**config.mk**
```make
export PLATFORM = sky130hd
export DESIGN_NAME = iterative_shift_unit
export DESIGN_NICKNAME = d
export VERILOG_FILES = /design/src/rtl/iterative_shift_unit_pkg.sv /design/src/rtl/iterative_shift_unit_shift_step.sv /design/src/rtl/iterative_shift_unit.sv
export SDC_FILE = /design/constraint.sdc
export NUM_CORES = 1
export LEC_CHECK = 0
export CAP_MARGIN = 10
export CORE_UTILIZATION = 65
export DETAILED_ROUTE_END_ITERATION = 10
export DONT_BUFFER_PORTS = 1
export PLACE_DENSITY_LB_ADDON = 0.2
export SLEW_MARGIN = 0
export SYNTH_ARGS = -nofsm -noshare
export SYNTH_HDL_FRONTEND = slang
export SYNTH_HIERARCHICAL = 1
export SYNTH_SLANG_ARGS = --single-unit
```
**constraint.sdc**
```tcl
create_clock -name i_clk -period 4.11 [get_ports i_clk]
set_input_delay 0.2055 -clock i_clk [delete_from_list [all_inputs] [get_ports i_clk]]
set_output_delay 0.2055 -clock i_clk [all_outputs]
set_load 0.02 [all_outputs]
```
**src/rtl/iterative_shift_unit_pkg.sv**
```systemverilog
// Shared definitions for the iterative shift unit: op encodings, FSM states and
// the op-validity helper used to treat reserved ops as zero-length operations.
package iterative_shift_unit_pkg;

    localparam int unsigned DefaultWidth  = 8;
    localparam int unsigned DefaultShamtW = 3;

    typedef enum logic [2:0] {
        OpSll = 3'b000,
        OpSrl = 3'b001,
        OpSra = 3'b010,
        OpRor = 3'b011,
        OpRol = 3'b100
    } op_e;

    typedef enum logic [1:0] {
        StIdle  = 2'b00,
        StShift = 2'b01,
        StDone  = 2'b10
    } state_e;

    // Encodings above OpRol are reserved and complete immediately with the operand unchanged.
    function automatic logic op_is_valid(input logic [2:0] op);
        return (op <= 3'(OpRol));
    endfunction

endpackage

```
**src/rtl/iterative_shift_unit_shift_step.sv**
```systemverilog
// Combinational single-bit shift/rotate step applied once per SHIFT-state cycle.
module iterative_shift_unit_shift_step
    import iterative_shift_unit_pkg::*;
#(
    parameter int unsigned WIDTH = DefaultWidth
) (
    input  logic [2:0]       i_op,
    input  logic [WIDTH-1:0] i_data,
    output logic [WIDTH-1:0] o_data
);

    // Select the one-position step for the captured op; reserved ops pass through.
    always_comb begin
        o_data = i_data;
        case (i_op)
            3'(OpSll): o_data = {i_data[WIDTH-2:0], 1'b0};
            3'(OpSrl): o_data = {1'b0, i_data[WIDTH-1:1]};
            3'(OpSra): o_data = {i_data[WIDTH-1], i_data[WIDTH-1:1]};
            3'(OpRor): o_data = {i_data[0], i_data[WIDTH-1:1]};
            3'(OpRol): o_data = {i_data[WIDTH-2:0], i_data[WIDTH-1]};
            default:   o_data = i_data;
        endcase
    end

endmodule

```
**src/rtl/iterative_shift_unit.sv**
```systemverilog
// Multi-cycle shift/rotate engine: one bit position per clock behind a start/done
// handshake. Holds the FSM, the remaining-step counter and the operand/op registers.
module iterative_shift_unit
    import iterative_shift_unit_pkg::*;
#(
    parameter int unsigned WIDTH   = DefaultWidth,
    parameter int unsigned SHAMT_W = DefaultShamtW
) (
    input  logic               i_clk,
    input  logic               i_reset,
    input  logic               i_start,
    input  logic [2:0]         i_op,
    input  logic [WIDTH-1:0]   i_in,
    input  logic [SHAMT_W-1:0] i_shift,
    output logic [WIDTH-1:0]   o_out,
    output logic               o_busy,
    output logic               o_done
);

    state_e             r_state;
    state_e             w_state_next;
    logic [WIDTH-1:0]   r_out;
    logic [SHAMT_W-1:0] r_count;
    logic [2:0]         r_op;
    logic [WIDTH-1:0]   w_step;
    logic               w_ready;
    logic               w_accept;
    logic               w_has_work;

    // New requests are only taken when idle or in the final DONE cycle.
    assign w_ready    = (r_state == StIdle) || (r_state == StDone);
    assign w_accept   = w_ready && i_start;
    // Zero amounts and reserved ops skip the SHIFT state entirely.
    assign w_has_work = (i_shift != '0) && op_is_valid(i_op);

    iterative_shift_unit_shift_step #(
        .WIDTH (WIDTH)
    ) u_shift_step (
        .i_op   (r_op),
        .i_data (r_out),
        .o_data (w_step)
    );

    // State register with synchronous reset.
    always_ff @(posedge i_clk) begin
        if (i_reset) begin
            r_state <= StIdle;
        end else begin
            r_state <= w_state_next;
        end
    end

    // Next-state logic.
    always_comb begin
        w_state_next = r_state;
        unique case (r_state)
            StIdle: begin
                if (i_start) begin
                    w_state_next = w_has_work ? StShift : StDone;
                end
            end
            StShift: begin
                if (r_count == SHAMT_W'(1)) begin
                    w_state_next = StDone;
                end
            end
            StDone: begin
                if (i_start) begin
                    w_state_next = w_has_work ? StShift : StDone;
                end else begin
                    w_state_next = StIdle;
                end
            end
            default: w_state_next = StIdle;
        endcase
    end

    // Datapath: capture on accept, step and count down while shifting, hold otherwise.
    always_ff @(posedge i_clk) begin
        if (i_reset) begin
            r_out   <= '0;
            r_count <= '0;
            r_op    <= '0;
        end else if (w_accept) begin
            r_out   <= i_in;
            r_count <= w_has_work ? i_shift : '0;
            r_op    <= i_op;
        end else if (r_state == StShift) begin
            r_out   <= w_step;
            r_count <= r_count - SHAMT_W'(1);
        end
    end

    // Outputs decoded from the current state; BUSY and DONE are mutually exclusive.
    always_comb begin
        o_busy = (r_state == StShift);
        o_done = (r_state == StDone);
    end

    assign o_out = r_out;

endmodule

```
* After elaboration in Yosys (flattened, before gate mapping)
Index checks and enable logic that the tools add are counted.
** Cells by class
- $add $sub $neg :: 1
- Magnitude comparators :: 1
- Equal/unequal tests :: 10
- Mux-type cells :: 11
- Reduce and logical (&&, ||, !) cells :: 12
** Operator list (count)
- one-hot mux 8 bit (5 select lines) :: 1
- two-way mux 8 bit :: 2
- two-way mux 3 bit :: 3
- two-way mux 2 bit :: 4
- == test 3 x 1 -> 1 bit, second input constant :: 2
- == test 3 x 2 -> 1 bit, second input constant :: 2
- one-hot mux 2 bit (3 select lines) :: 1
- nonzero test 6 bit :: 1
- nonzero test 5 bit :: 1
- != test 2 bit, second input constant :: 2
- AND reduction 2 bit :: 2
- == test 3 bit, second input constant :: 1
- less-or-equal comparator 3 bit, second input constant :: 1
- logical NOT 3 bit :: 1
- AND reduction 3 bit :: 1
- nonzero test 3 bit :: 1
- subtractor 3 x 1 -> 3 bit, second input constant :: 1
- == test 2 x 1 -> 1 bit, second input constant :: 1
- == test 2 bit, second input constant :: 1
- logical AND 1 bit :: 2
- logical NOT 2 bit :: 1
- != test 2 x 1 -> 1 bit, second input constant :: 1
- nonzero test 2 bit :: 1
- logical OR 1 bit :: 1
** Word-level totals
- Bits in registers :: 16
- Output and inout port bits :: 10
- Word-level logic and storage cells :: 40

* Depth between registers and ports, before layout
Gate-level depths: netlist (run 1).
- Word-level depth :: 5
- Gate-level depth with buffers :: 6
- Gate-level depth less buffers :: 5

* By module
Netlist (run 1), hierarchy kept.
** By module, submodules not included
- iterative_shift_unit :: instances 1, cells an instance 83, area an instance 777.0 µm², sequential area each 320.3 µm²
- iterative_shift_unit_shift_step :: instances 1, cells an instance 31, area an instance 221.5 µm², sequential area each 0.0 µm²

* Least setup slack after synthesis (run 1)
Ideal clock, no wire load.
- Path type :: reg2reg
- Start point :: reg r_op[1]
- End point :: reg r_out[7], in the netlist o_out[7]
- Setup time :: 0.086 ns
- Arrival time :: 1.218 ns
- Setup slack :: 2.806 ns
- Stages on the path, launching flop included :: 7
- Buffers on the path :: 2
- Clock period less this slack :: 1.304 ns
- Cell sequence :: dfxtp_1 -> buf_6 -> or2_1 -> buf_6 -> o2111ai_2 -> mux2i_1 -> a211oi_1
** Between the ends
- Cells in the longest elaborated chain, start to end :: 4
** RTL lines
- start: declaration :: RTL line iterative_shift_unit.sv:24 : logic [2:0] r_op;
- start signal: assignment :: RTL line iterative_shift_unit.sv:87 : r_op <= i_op;
- == test 3 bit (tied with other cells) :: RTL line iterative_shift_unit_shift_step.sv:15 : case (i_op)
- one-hot mux 8 bit (5 select lines) * :: RTL line iterative_shift_unit_shift_step.sv:15
- net w_step[7] :: RTL line iterative_shift_unit.sv:25 : logic [WIDTH-1:0] w_step;
- two-way mux 8 bit * :: RTL line iterative_shift_unit.sv:88 : end else if (r_state == StShift) begin
- two-way mux 8 bit * :: RTL line iterative_shift_unit.sv:84 : end else if (w_accept) begin
- end signal: assignment :: RTL line iterative_shift_unit.sv:85 : r_out <= i_in;
- end signal: assignment :: RTL line iterative_shift_unit.sv:89 : r_out <= w_step;
- end: declaration :: RTL line iterative_shift_unit.sv:22 : logic [WIDTH-1:0] r_out;
The timed path passes the listed nets; every way through them passes the cells marked *. The select of a mux whose other input is x is not followed.
A chain may end at the register's enable or synchronous reset.

* Worst setup path in the final report (run 1)
- Start point :: reg r_state[0]
- End point :: reg r_count[1]
** RTL lines
- start: declaration :: RTL line iterative_shift_unit.sv:20 : state_e r_state;
- start signal: assignment :: RTL line iterative_shift_unit.sv:47 : r_state <= StIdle;
- start signal: assignment :: RTL line iterative_shift_unit.sv:49 : r_state <= w_state_next;
- == test 2 x 1 -> 1 bit
- net o_busy :: RTL line iterative_shift_unit.sv:16 : output logic o_busy,
- nonzero test 2 bit (no line)
- end signal: assignment :: RTL line iterative_shift_unit.sv:86 : r_count <= w_has_work ? i_shift : '0;
- end signal: assignment :: RTL line iterative_shift_unit.sv:90 : r_count <= r_count - SHAMT_W'(1);
- end: declaration :: RTL line iterative_shift_unit.sv:23 : logic [SHAMT_W-1:0] r_count;
The timed path passes the listed nets, and every way through them passes these cells.

==> run metrics, run 1 <==
status completed; IO buf count 0; maximum vdd ir drop 0.258 mV; register bit count reported by yosys 16; largest cells by area after synthesis dfxtp_1 32%, mux2i_1 15%, a211oi_1 7.5%; Critical Path Sink Type flip-flop; crit start category flip-flop; Top FF cell, synth dfxtp_1; DRT iter0 DRCs 26; most frequent cells in the layout 16 x dfxtp_1, 15 x mux2i_1, 13 x a21oi_1; Slew Limit Fails 0; final instance area 981 um2; Slew HR 42.2%; grt total ovfl 0; sequential area share after synthesis 32.1%; net switching power 0.131 mW; YS warnings 6; CTS Sinks 16; CP Cell Sequence and2b_1 -> nor3_1 -> a2111oi_2; drt wl/cell 16.8 um; fmax 584 MHz; largest net degree at the start of global routing 25; final worst path period need 1710 ps; worst reg2reg startpoint r_state[0]$_SDFFE_PP0P_; critical path class flip-flop to flip-flop; DP Area 935 um2; Pint 0.264 mW; CTS H-Tree Depth 1; non-filler cells, final 124; CP endpoint r_count[1]$_SDFFE_PP0P_; final setup TNS 0 ps; worst setup path startpoint r_state[0]$_SDFFE_PP0P_; Synth area leader dfxtp_1; Routed Antenna Nets 0; gr usage total 26.2%; Combinational Power Share 21.9%; CTS clk-pin slew, worst paths 100 ps; Inserted Clock Buffers 3; PwrDens 402 nW/um2; Post-Route Utilization 71.8%; skew final 1.35 ps; Final HPWL DP 1400 um; syn_nets 133; vias in the first global route 647; Arr. time, crit path 1910 ps; final net count 129; die footprint 1700 um2; number of I/O pins 27; Worst-Skew Late Latency 290 ps; drt first pass iters 4; Crit Path Max Fanout 15; initial core utilization 73.1%; Post-Syn Area 998 um2; first-pass GRT wire length 2870 um; die height 41.2 um; switch share 33.2%; Async SR Flop Fraction 0%; library cells used by synthesis 29; final WL 2080 um; CP max-delay cell and2b_1; Syn Inst Count 114; antenna violations before repair 0; Crit path required time 4300 ps; Worst Tran Pin Value 867 ps; power share of the clock group 26.9%; vias 818; final setup vio count 0; RSZ-0062 raised after global routing no; Leak 0.340 nW; end of the worst register-to-register path r_count[1]$_SDFFE_PP0P_; CTS Root Cell clkbuf_4; Clock Tree Buf Depth 2; Ant. Diodes 0; Post-route DRC 0; Die X 41.2 um; Synth-to-Final Area Change -1.75%; Synth Area per Inst 8.76 um2; Core Region 1370 um2; slowest stage delay, CP 720 ps; TritonCTS clock tree built; sequential power share 51.2%; GP Congestion 0.861; Final Hold Slack 39.5 ps; HP Class input port to flip-flop; Final Hold Fails 0; Post-synth EDFFs 0; layout cells sized above 1 6.42%; share of the synthesized area in the top cell type 32.1%; row cnt 13; Hold Startpoint i_op[0]; max cap viols 0; fin crit share 41.7%; path depth of the worst reg2reg path 3; placed cells 119; hold path depth 2; R2R setup slack 2400 ps; DR vias/cell 6.60; most common cell after layout, fill and taps aside dfxtp_1
critical path, delay by kind of cell, from the launching register on:
| kind | cells | cell delay (ps) |
|---|---|---|
| flip-flops | 1 | 400 |
| AO/OA/AOI/OAI | 1 | 360 |
| AND/OR/NAND/NOR | 2 | 850 |
power groups by stage:
stage                     logic [mW]  clock network [mW]  registers (mW)
after floorplan               0.0870                   0           0.195
after global placement        0.0788                   0           0.204
after detailed placement      0.0817                   0           0.205
after CTS                     0.0855               0.110           0.202
after global routing          0.0951               0.114           0.205
final                         0.0866               0.106           0.202
how the worst min path moves through the flow:
stage	to	slack [ps]
2_1_floorplan	r_count[1]$_SDFFE_PP0P_	270
3_3_place_gp	r_count[1]$_SDFFE_PP0P_	280
3_5_place_dp	r_op[2]$_SDFFE_PP0N_	280
4_1_cts	r_op[2]$_SDFFE_PP0N_	30
5_1_grt	r_op[0]$_SDFFE_PP0N_	30
6_report	r_op[0]$_SDFFE_PP0N_	40
cell families (layout without fill, tap and decap cells):
kind of cell / after synthesis / after routing / synth area share (%)
compound gates: 29 / 29 / 20.0
fa+ha+maj: 2 / 2 / 2.51
flops: 16 / 16 / 32.1
mux: 15 / 15 / 15.0
buf+inv: 13 / 8 / 9.40
simple gates: 38 / 38 / 20.0
xor+xnor: 1 / 1 / 0.877
layer usage:
metal / part of all wire [%] / wire [um] / vias up / global-route usage, %
li1: - / - / 407 / -
met1: 46 / 957 / 376 / 33.2
met2: 45 / 939 / 31 / 39.8
met3: 7.4 / 153 / 4 / 10.3
met4: 1.3 / 28 / 0 / 9.68
met5: 0 / 0 / - / 0
synth_stat cells, types with 2 or more instances:
| library cell | n |
|---|---|
| nand4b_1 | 2 |
| inv_1 | 3 |
| nor3_1 | 9 |
| buf_2 | 5 |
| mux2i_1 | 15 |
| nand2b_1 | 2 |
| ha_1 | 2 |
| a21oi_1 | 13 |
| a211oi_1 | 10 |
| a32oi_1 | 2 |
| nor2_1 | 9 |
| nand3b_1 | 2 |
| and2b_1 | 2 |
| buf_6 | 3 |
| dfxtp_1 | 16 |
| nand2_1 | 6 |
flip-flops by register name, indices dropped and copies added, names as in the netlist:
name and count:
r_op 3, r_state 2, r_count 3, o_out 8
stage by stage:
step / power (mW) / worst slack [ps]
2_1_floorplan: 0.282 / 2810
3_3_place_gp: 0.282 / 2500
3_5_place_dp: 0.287 / 2420
4_1_cts: 0.397 / 2390
5_1_grt: 0.414 / 2200
6_report: 0.395 / 2400
cell type report:
| type | count | area, um2 |
|---|---|---|
| clock buffers | 4 | 36.3 |
| fillers | 126 | 385 |
| inverters | 3 | 11.3 |
| multi-input cells | 85 | 584 |
| flip-flops and latches | 16 | 320 |
| well taps | 15 | 18.8 |
| repair buffers | 1 | 10.0 |
what timing repair did:
| item | CTS | global route |
|---|---|---|
| setup buffers | 0 | 0 |
| resized for setup | 0 | 0 |
| hold buffers | 1 | 0 |
| endpoints found under the hold margin | 16 | 0 |
Note: power is estimated with default switching activity, not from simulation.
==> run 2, diff against run 1 <==
CORE_ASPECT_RATIO = 0.8   (was unset)
CORE_UTILIZATION = 60   (was 65)
clock period = 1.6 ns   (was 4.11 ns; I/O delays follow)
==> run 2 against run 1 <==
Global-route usage rose by 2.1 points. Cell area rose by 20%. Die area rose by 8.0%. Register-to-register slack worse by 2200 ps. Clock skew about the same. Total power grew to 2.7 times the previous value. First-iteration DRC count up 15%. Highest routed layer is now met3.
==> run metrics, run 2 (synthesized netlist as in run 1, its figures left out) <==
drt wl/cell 14.3 um (-15%); final setup TNS 0 ps (unchanged); post_cts resized 0 (unchanged); Final HPWL DP 1500 um (+7.2%); Crit Path Max Fanout 12 (-3); Largest register FFs 8 (unchanged); vias in the first global route 797 (+23%); Clock Tree Buf Depth 2 (unchanged); status completed; CP top delay family compound AO/OA/AOI/OAI gates; crit start category flip-flop; DP Area 1020 um2 (+9.6%); gr usage total 28.3% (+2.1 points); CP Cell Sequence or2_1 -> a21oi_1 -> mux2i_1 -> a211oi_1; Worst Tran Pin Value 631 ps (-236 ps); filler cell count 102 (-19%); Worst Path Buf+Inv 0 (unchanged); Crit path required time 1800 ps (-2500 ps); Combinational Power Share 27.9% (+6.0 points); Synth-to-Final Area Change 18.3%; layout cells sized above 1 13.7% (+7.3 points); grt total ovfl 0 (unchanged); Pint 0.723 mW (+170%); CP max-delay cell dfxtp_1; die height 38.5 um (-6.6%); number of I/O pins 27 (unchanged); net switching power 0.342 mW (+160%); Core Region 1470 um2 (+7.7%); most common cell after layout, fill and taps aside dfxtp_1; CTS clk-pin slew, worst paths 90 ps (about the same); most frequent cells in the layout 16 x dfxtp_1, 15 x mux2i_1, 13 x a21oi_1; Inserted Clock Buffers 3 (unchanged); post-route setup slack 177 ps (-2220 ps); skew final 1.14 ps (-0.206 ps); GP Congestion 0.846 (-1.8%); PwrDens 902 nW/um2 (+120%); antenna violations before repair 0 (unchanged); dpl ws 193 ps (-2220 ps); R2R setup slack 180 ps (-2220 ps); CTS H-Tree Depth 1 (unchanged); max cap viols 0 (unchanged); CTS Sinks 16 (unchanged); setup bufs post-CTS 0 (unchanged); Post-route DRC 0 (unchanged); drt first pass iters 4 (unchanged); Die X 47.6 um (+16%); Slew Limit Fails 0 (unchanged); maximum vdd ir drop 0.729 mV (+180%); final instance area 1180 um2 (+20%); power share of the clock group 25.2% (-1.7 points); HP Class input port to flip-flop; CTS Hold Bufs 12 (+11); CTS Root Cell clkbuf_4; initial core utilization 67.9% (-5.2 points); Leak 0.441 nW (+30%); vias 914 (+12%); row cnt 12 (-1); critical path class flip-flop to flip-flop; die footprint 1830 um2 (+8.0%); first-pass GRT wire length 3510 um (+22%); largest net degree at the start of global routing 17 (-32%); sequential power share 46.9% (-4.3 points); slowest stage delay, CP 430 ps (-290 ps); final worst path period need 1420 ps (-291 ps); Final Hold Fails 0 (unchanged); Slew HR 57.8% (+16 points); Ant. Diodes 0 (unchanged); TritonCTS clock tree built; final WL 2170 um (+4.2%); RSZ-0062 raised after global routing no; Arr. time, crit path 1620 ps (-290 ps); Worst-Skew Late Latency 290 ps (about the same); final setup vio count 0 (unchanged); Critical Path Sink Type flip-flop; DR vias/cell 6.01 (-8.8%); final net count 151 (+17%); fmax 703 MHz (+20%); switch share 32.1% (-1.1 points); IO buf count 0 (unchanged); fin crit share 88.9% (+47 points); Routed Antenna Nets 0 (unchanged); DRT iter0 DRCs 30 (+15%)
==> run 2: cell count changes in the layout (fill, tap and decap cells not counted), sizes merged <==
cell | previous run | this run
buf | 0 | 11
dlygate4sd3 | 1 | 12
==> run 2: cell type report <==
class                   count  area, um2  share of cell area, %
multi-input cells          85        584                   49.5
clock buffers               4       36.3                   3.07
well taps                  21       26.3                   2.22
flip-flops and latches     16        320                   27.1
repair buffers             23        203                   17.2
inverters                   3       11.3                  0.953
==> run 2: final timing paths <==
path / startpoint / end / cells after the start
min: i_shift[1] / r_count[1]$_SDFFE_PP0P_ / 2
max reg2reg: r_op[0]$_SDFFE_PP0N_ / o_out[4]$_SDFFE_PP0P_ / 4
min reg2reg: r_op[2]$_SDFFE_PP0N_ / r_op[2]$_SDFFE_PP0N_ / 2
max: r_op[0]$_SDFFE_PP0N_ / o_out[4]$_SDFFE_PP0P_ / 4
==> run 2: power by group through the flow <==
stage | registers (mW) | logic (mW) | clock network [mW]
floorplan | 0.501 | 0.224 | 0
global placement | 0.506 | 0.256 | 0
detailed placement | 0.508 | 0.263 | 0
CTS | 0.499 | 0.293 | 0.276
global route | 0.508 | 0.327 | 0.284
finish | 0.500 | 0.297 | 0.268
==> run 2: per-stage QoR <==
step	util, %	power, mW	hold slack (ps)	cells
after floorplan	-	0.725	149	114
final	80.3	1.07	39.0	152
after global placement	69.6	0.762	151	136
after global routing	80.3	1.12	46.5	152
after detailed placement	69.6	0.771	152	136
after CTS	80.3	1.07	24.2	152
==> run 2: routing by layer <==
| layer | part of all wire (%) | global-route usage (%) | vias up | routed length (um) |
|---|---|---|---|---|
| li1 | - | - | 453 | - |
| met2 | 48 | 48.3 | 38 | 1030 |
| met3 | 7.3 | 9.43 | 0 | 158 |
| met4 | 0 | 4.17 | 0 | 0 |
| met5 | 0 | 0 | - | 0 |
| met1 | 45 | 35.2 | 423 | 975 |
==> run 3, diff against run 2 <==
CORE_MARGIN = 2   (was unset)
CORE_UTILIZATION = 55   (was 60)
GPL_ROUTABILITY_DRIVEN = 0   (was unset)
==> run 3 against run 2 <==
Utilization shrank 8.1 points. First-iteration DRC count shrank 43%. Clock-buffer cell count stayed put. Final cell count increased by 2.0%.
==> run metrics, run 3 (synthesized netlist as in run 1, its figures left out) <==
crit start category flip-flop; DRT iter0 DRCs 17 (-43%); Combinational Power Share 29.3% (+1.4 points); number of I/O pins 27 (unchanged); Final Hold Slack 46.9 ps (+7.88 ps); post_cts resized 0 (unchanged); HP Class input port to flip-flop; setup bufs post-CTS 0 (unchanged); final net count 153 (+1.3%); Final HPWL DP 1520 um (+1.2%); die footprint 2170 um2 (+19%); net switching power 0.339 mW (-0.93%); fin crit share 92.2% (+3.2 points); Arr. time, crit path 1650 ps (+30 ps); Synth-to-Final Area Change 19.9%; placed cells 139 (+2.2%); first-pass GRT wire length 3820 um (+8.8%); Slew HR 58.4% (+0.60 points); layout cells sized above 1 15.0% (+1.3 points); Slew Limit Fails 0 (unchanged); DP Area 1040 um2 (+1.6%); final setup vio count 0 (unchanged); PwrDens 891 nW/um2 (-1.2%); Worst-Skew Late Latency 290 ps (about the same); final instance area 1200 um2 (+1.4%); CTS clk-pin slew, worst paths 90 ps (about the same); Ant. Diodes 0 (unchanged); non-filler cells, final 155 (+2.0%); vias in the first global route 804 (+0.88%); Post-Route Utilization 72.2% (-8.1 points); Inserted Clock Buffers 3 (unchanged); largest net degree at the start of global routing 17 (unchanged); fmax 678 MHz (-3.5%); Routed Antenna Nets 0 (unchanged); Hold Path End r_count[1]$_SDFFE_PP0P_; vias 902 (-1.3%); die height 42.1 um (+9.4%); hold path depth 2 (unchanged); Clock Tree Buf Depth 2 (unchanged); switch share 31.8% (-0.35 points); Hold Startpoint i_shift[1]; Final Hold Fails 0 (unchanged); max cap viols 0 (unchanged); CTS Sinks 16 (unchanged); grt total ovfl 0 (unchanged); critical path class flip-flop to flip-flop; gr usage total 23.6% (-4.7 points); Die X 51.6 um (+8.5%); Worst Tran Pin Value 622 ps (-8.99 ps); filler cell count 153 (+50%); CTS Root Cell clkbuf_4; IO buf count 0 (unchanged); Crit path required time 1780 ps (-20 ps); row cnt 13 (+1); Largest register FFs 8 (unchanged); final setup TNS 0 ps (unchanged); CTS H-Tree Depth 1 (unchanged); final WL 2230 um (+2.9%); Crit Path Max Fanout 11 (-1); DR vias/cell 5.82 (-3.2%); Leak 0.452 nW (+2.3%); RSZ-0062 raised after global routing no; Critical Path Sink Type flip-flop; antenna violations before repair 0 (unchanged); skew final 5.28 ps (+4.14 ps); Pint 0.728 mW (+0.67%); worst reg2reg startpoint r_op[1]$_SDFFE_PP0N_; TritonCTS clock tree built; end of the worst register-to-register path o_out[4]$_SDFFE_PP0P_; Post-route DRC 0 (unchanged); drt wl/cell 14.4 um (+0.87%); status completed; most frequent cells in the layout 16 x dfxtp_1, 15 x mux2i_1, 13 x a21oi_1, 13 x buf_4, 12 x dlygate4sd3_1; R2R setup slack 130 ps (-50 ps); power share of the clock group 24.9% (-0.3 points); Core Region 1660 um2 (+13%); final worst path period need 1470 ps (+51.5 ps); sequential power share 45.9% (-1.0 points); initial core utilization 60.2% (-7.7 points); drt first pass iters 4 (unchanged); maximum vdd ir drop 0.559 mV (-23%); most common cell after layout, fill and taps aside dfxtp_1; path depth of the worst reg2reg path 4 (unchanged)
run 3: changes by cell type in the layout (fill, tap and decap cells not counted):
| cell | change |
|---|---|
| buf_4 | +2 |
run 3: cell type report:
class,count,area (um2),share of cell area [%]
Multi-Input combinational cell,85,584,48.8
Sequential cell,16,320,26.8
Timing Repair Buffer,25,218,18.2
Clock buffer,4,36.3,3.03
Tap cell,22,27.5,2.30
Inverter,3,11.3,0.940
run 3: worst max-delay path, stage by stage, from the launching register on:
cell      delay, ps
dfxtp_1         420
or2_1           390
a21oi_1         170
mux2i_1          90
a211oi_1        310
run 3: power by group through the flow:
stage	clock (mW)	combinational, mW	sequential, mW
after global placement	0	0.276	0.495
after detailed placement	0	0.282	0.497
after floorplan	0	0.224	0.501
after CTS	0.277	0.312	0.489
final	0.265	0.312	0.489
after global routing	0.295	0.347	0.496
run 3: layer usage:
layer	vias to the layer above	share of wire [%]	global-route usage (%)
li1	454	-	-
met1	419	47	31.6
met2	27	46	36.7
met3	2	6.7	7.14
met4	0	0.58	6.32
met5	-	0	0
run 3: stage by stage:
step | setup slack [ps] | power [mW]
2_1_floorplan | 296 | 0.725
4_1_cts | 161 | 1.08
5_1_grt | 48.3 | 1.14
3_5_place_dp | 176 | 0.779
3_3_place_gp | 277 | 0.770
6_report | 126 | 1.07
run 3: how the worst max path moves through the flow:
| stage | startpoint | end | slack (ps) | cells after the start |
|---|---|---|---|---|
| floorplan | r_op[1]$_SDFFE_PP0N_ | o_out[7]$_SDFFE_PP0P_ | 300 | 6 |
| global placement | r_op[1]$_SDFFE_PP0N_ | o_out[7]$_SDFFE_PP0P_ | 280 | 4 |
| detailed placement | r_op[1]$_SDFFE_PP0N_ | o_out[4]$_SDFFE_PP0P_ | 180 | 4 |
| CTS | r_op[1]$_SDFFE_PP0N_ | o_out[4]$_SDFFE_PP0P_ | 160 | 4 |
| global route | r_op[1]$_SDFFE_PP0N_ | o_out[0]$_SDFFE_PP0P_ | 50 | 4 |
| finish | r_op[1]$_SDFFE_PP0N_ | o_out[4]$_SDFFE_PP0P_ | 130 | 4 |
run 3: what timing repair did:
item / CTS / global route
setup endpoints to repair: 0 / 0
hold endpoints to repair: 16 / 0
hold buffers: 12 / 0
